`src/rtl/instruction_fetch_unit.sv`:
```
// Instruction fetch stage: owns the PC, registers fetched words into IF/ID, handles stall/redirect/halt.
// Optional performance counters are built when IFU_PERF_COUNT_EN is defined.
module instruction_fetch_unit #(
    parameter logic [63:0] RESET_PC   = 64'h0,
    parameter logic [63:0] IMEM_BYTES = 64'd256,
    parameter logic [31:0] NOP_INSTR  = 32'h00000013
) (
    input  logic        clk,
    input  logic        reset,
    input  logic        stall,
    input  logic        branch_taken,
    input  logic [63:0] branch_target,
    input  logic [31:0] instruction,
    output logic [63:0] pc,
    output logic [31:0] if_id_instr,
    output logic [63:0] if_id_pc,
    output logic        if_id_valid,
    output logic        halted,
    output logic [1:0]  halt_cause,
    output logic [31:0] fetch_count,
    output logic [31:0] stall_count
);

    typedef enum logic {RUN, HALT} state_t;

    state_t      state_q, state_d;
    logic [63:0] pc_q, pc_d;
    logic [31:0] if_id_instr_q, if_id_instr_d;
    logic [63:0] if_id_pc_q, if_id_pc_d;
    logic        if_id_valid_q, if_id_valid_d;
    logic        halted_q, halted_d;
    logic [1:0]  halt_cause_q, halt_cause_d;

    // Edge resolution in RUN; HALT holds everything until reset.
    always_comb begin
        state_d       = state_q;
        pc_d          = pc_q;
        if_id_instr_d = if_id_instr_q;
        if_id_pc_d    = if_id_pc_q;
        if_id_valid_d = if_id_valid_q;
        halted_d      = halted_q;
        halt_cause_d  = halt_cause_q;
        if (state_q == RUN) begin
            if (branch_taken && (branch_target[1:0] != 2'b00)) begin
                state_d       = HALT;
                halted_d      = 1'b1;
                halt_cause_d  = 2'b10;
                if_id_instr_d = NOP_INSTR;
                if_id_valid_d = 1'b0;
            end else if (branch_taken) begin
                pc_d          = branch_target;
                if_id_instr_d = NOP_INSTR;
                if_id_valid_d = 1'b0;
            end else if (pc_q >= IMEM_BYTES) begin
                state_d       = HALT;
                halted_d      = 1'b1;
                halt_cause_d  = 2'b01;
                if_id_instr_d = NOP_INSTR;
                if_id_valid_d = 1'b0;
            end else if (!stall) begin
                if_id_instr_d = instruction;
                if_id_pc_d    = pc_q;
                if_id_valid_d = 1'b1;
                pc_d          = pc_q + 64'd4;
            end
        end
    end

    always_ff @(posedge clk or posedge reset) begin
        if (reset) begin
            state_q       <= RUN;
            pc_q          <= RESET_PC;
            if_id_instr_q <= NOP_INSTR;
            if_id_pc_q    <= 64'd0;
            if_id_valid_q <= 1'b0;
            halted_q      <= 1'b0;
            halt_cause_q  <= 2'b00;
        end else begin
            state_q       <= state_d;
            pc_q          <= pc_d;
            if_id_instr_q <= if_id_instr_d;
            if_id_pc_q    <= if_id_pc_d;
            if_id_valid_q <= if_id_valid_d;
            halted_q      <= halted_d;
            halt_cause_q  <= halt_cause_d;
        end
    end

    assign pc          = pc_q;
    assign if_id_instr = if_id_instr_q;
    assign if_id_pc    = if_id_pc_q;
    assign if_id_valid = if_id_valid_q;
    assign halted      = halted_q;
    assign halt_cause  = halt_cause_q;

`ifdef IFU_PERF_COUNT_EN
    logic        fetch_fire, stall_fire;
    logic [31:0] fetch_count_q, fetch_count_d;
    logic [31:0] stall_count_q, stall_count_d;

    // Only priority-4/5 resolutions count, so branch and out-of-range edges are excluded.
    assign fetch_fire = (state_q == RUN) && !branch_taken && (pc_q < IMEM_BYTES) && !stall;
    assign stall_fire = (state_q == RUN) && !branch_taken && (pc_q < IMEM_BYTES) && stall;

    always_comb begin
        fetch_count_d = fetch_count_q;
        stall_count_d = stall_count_q;
        if (fetch_fire && (fetch_count_q != 32'hFFFFFFFF)) begin
            fetch_count_d = fetch_count_q + 32'd1;
        end
        if (stall_fire && (stall_count_q != 32'hFFFFFFFF)) begin
            stall_count_d = stall_count_q + 32'd1;
        end
    end

    always_ff @(posedge clk or posedge reset) begin
        if (reset) begin
            fetch_count_q <= 32'd0;
            stall_count_q <= 32'd0;
        end else begin
            fetch_count_q <= fetch_count_d;
            stall_count_q <= stall_count_d;
        end
    end

    assign fetch_count = fetch_count_q;
    assign stall_count = stall_count_q;
`else
    assign fetch_count = 32'd0;
    assign stall_count = 32'd0;
`endif

endmodule

```
`config.mk`:
```
export PLATFORM = sky130hd
export DESIGN_NAME = instruction_fetch_unit
export DESIGN_NICKNAME = d
export VERILOG_FILES = /design/src/rtl/instruction_fetch_unit.sv
export SDC_FILE = /design/constraint.sdc
export NUM_CORES = 1
export LEC_CHECK = 0
export ABC_AREA = 1
export CORE_ASPECT_RATIO = 0.9
export CORE_MARGIN = 2
export CORE_UTILIZATION = 45
export CTS_BUF_LIST = sky130_fd_sc_hd__clkbuf_8
export CTS_CLUSTER_SIZE = 20
export DETAILED_ROUTE_END_ITERATION = 16
export HOLD_SLACK_MARGIN = 0.05
export PLACE_DENSITY = 0.79
export SLEW_MARGIN = 20
export SYNTH_ARGS = -nofsm -noshare
export SYNTH_HDL_FRONTEND = slang
export SYNTH_SLANG_ARGS = --single-unit
```
`constraint.sdc`:
```
create_clock -name clk -period 6.65 [get_ports clk]
set_input_delay 1.33 -clock clk [delete_from_list [all_inputs] [get_ports clk]]
set_output_delay 1.33 -clock clk [all_outputs]
set_load 0.01 [all_outputs]
```
==> flow_summary.toml <==
[outcome]
outcome = "completed"

[worst_setup_path]
crit_arrival_ns = 3.85
end_kind = "flip-flop"
crit_required_ns = 6.96
cp-start-kind = "primary input"
timing.rr.start = "pc[61]$_DFFE_PP0P_"
cp_max_fo = 66
slowest_delay_ns = 0.80
r2r_slack_ns = 3.42
path_common_cell = "inv_2"
cp_cell_sequence = "buf_2 -> buf_4 -> inv_1 -> nand3_4 -> inv_2 -> nand3_2 -> inv_2 -> nor2_1"
r2r_cells = 10
cp_slowest_cell = "inv_2"
critPathKind = "in -> reg"
r2r-end = "if_id_pc[59]$_DFFE_PP0P_"

[min_path]
whs_path_depth = 2
hp-start = "halt_cause[1]$_DFFE_PP0P_"
min_to = "halt_cause[1]$_DFFE_PP0P_"
hold_path.class = "reg -> reg"

[synth]
ys_types = 33
ys_ff_latch = 165
synth.largest_area_cell = "dfrtp_1"
ys_warn_count = 0
ys_seq_area_share_pct = 45.1
postSynthCellCount = 1284
synth_area_leaders = "dfrtp_1 44%, nand2_1 17%, nor2_1 9.1%, inv_1 5.7%, buf_4 5.4%"
avgSynthCellArea_um2 = 7.14
yosysTopAreaCellShare_pct = 44.2
synth_area_um2 = 9170

[pwr]
p_leak_nw = 5.84
seqPwrFrac_pct = 51.3
swShare_pct = 28.4
switchingPower_w = 0.000567
p_comb_share_pct = 9.6
peakVddDrop_mv = 0.122
clockPowerShare_pct = 39.0
powerDensity_nw_per_um2 = 164
internal_power_w = 0.00143

[global_route]
gr-usage-met1_pct = 34.5
busiest_layer = "met2"
grt_util_met2_pct = 41.4
grtUsageTotal_pct = 25.9
grt_pass1_vias = 8251
grt_max_degree = 126
met3_usage_pct = 6.42
grt_pass1_wl_um = 43600
overflow = 0
grt_antenna_before_repair = 1

[place]
place.gp.congestion = 0.960
numPlacedInstances = 1765
dp_hpwl_um = 21400
place_ws_ns = 2.65
portBuffers = 263

[sta]
tightestPinTransition_ns = 1.01
final.setup_skew_ns = 0.0215
fin_ws_ns = 3.11
slew_violations = 0
rsz0062_at_grt = "no"
setup_viol = 0
tns_ns = 0
hold_violations = 0
max_freq_mhz = 282
slew_headroom_pct = 32.5
min_period_ns = 3.54
post-route-period-util_pct = 53.3

[layout]
drive_gt1_share_pct = 5.51
final_common_cell = "nand2_1"
final_cells = 1799
nets = 1632
layout_common_cells = "420 x nand2_1, 262 x clkdlybuf4s50_1, 222 x nor2_1, 162 x dfrtp_1, 137 x inv_1"
syn2layout_area_growth_pct = 32.8

[drt]
ant_nets = 0
wirelength_um = 28200
viasPerCell = 4.90
drt_pass1_iterations = 5
drtIter0Drc = 784
via_count = 8812
drc = 0
wl_per_cell_um = 15.7

[clock_tree]
insertion_delay_ns = 0.48
path_clk_slew_ns = 0.10
cts_setup_buffers = 0
clockBufferDepth = 2
clock-sinks = 165
htree_num_levels = 4
cts-root-buf = "clkbuf_8"
hold_buffers = 0
cts_buffers = 17
cts_resized = 0
cts_tree = "yes"

[die]
core_um2 = 20000
start_util_pct = 45.9
ios = 328
num_rows = 49
chipWidth_um = 154
dieArea_um2 = 21500
fp.dieH_um = 139

[job]
drv_cap = 0
==> per-layer routing <==
metal	vias up	share of wire [%]
li1	4288	-
met1	4061	42
met2	411	46
met3	52	8.3
met4	0	3.3
met5	-	0
==> power by group through the flow <==
stage / Combinational, W / Clock [W] / Sequential (W)
finish: 0.000193 / 0.000780 / 0.00102
global route: 0.000214 / 0.000836 / 0.00103
CTS: 0.000193 / 0.000794 / 0.00102
detailed placement: 0.000192 / 0 / 0.00104
global placement: 0.000190 / 0 / 0.00104
floorplan: 0.000117 / 0 / 0.00104
==> critical path, delay by kind of cell <==
kind | cells | cell delay [ns]
simple gates | 3 | 0.66
buf+inv | 5 | 1.85
==> sequential cells by signal, indices dropped and copies added, names as in the netlist <==
name         cells
if_id_valid      1
halted           1
pc              64
state_q          1
if_id_instr     32
halt_cause       2
if_id_pc        64
==> cells in the mapped netlist (all sizes together) <==
library cell / n
a211oi: 1
a21boi: 1
a21oi: 4
a31oi: 3
buf: 87
clkbuf: 17
conb: 1
dfrtp: 162
dfstp: 3
ha: 2
inv: 140
mux2: 17
mux2i: 2
nand2: 422
nand3: 72
nand4: 7
nor2: 224
nor3: 6
o21ai: 82
or2: 17
xnor2: 10
xor2: 4
==> layout make-up <==
type	instances	area, µm²
well taps	255	319
clock inverters	14	183
diodes	1	2.50
repair buffers	268	2690
inverters	140	533
flip-flops and latches	165	4130
clock buffers	18	248
multi-input cells	938	4070
fillers	1785	7820
==> how the worst max path moves through the flow <==
stage            startpoint                         to  slack [ns]  cells after the start
3_3_place_gp   branch_taken    if_id_pc[0]$_DFFE_PP0P_        2.71                      9
6_report       branch_taken   if_id_pc[59]$_DFFE_PP0P_        3.11                      8
3_5_place_dp   branch_taken   if_id_pc[10]$_DFFE_PP0P_        2.65                      8
5_1_grt        branch_taken    if_id_pc[1]$_DFFE_PP0P_        2.79                      9
2_1_floorplan         reset  halt_cause[0]$_DFFE_PP0P_        0.86                      1
4_1_cts        branch_taken    if_id_pc[8]$_DFFE_PP0P_        3.13                      8
==> logic make-up (layout without fill, tap and decap cells) <==
logic type,after synthesis,count (layout),share of synthesized area (%)
simple gates,748,748,32.6
buf+inv,244,440,13.2
flops,165,165,45.1
compound gates,91,91,5.19
mux,19,19,2.31
xor+xnor,14,14,1.34
fa+ha+maj,2,2,0.273
other cells,1,65,0.0409
==> stage by stage <==
stage / hold WS, ns / util, % / cell area [µm²] / total power, W
global route: 0.521 / 60.9 / 12200 / 0.00208
global placement: 0.447 / 58.6 / 11700 / 0.00123
finish: 0.491 / 60.9 / 12200 / 0.00200
CTS: 0.497 / 60.7 / 12100 / 0.00201
floorplan: 0.492 / - / 9400 / 0.00116
detailed placement: 0.471 / 58.6 / 11700 / 0.00124
(Power assumes the default switching activity.)
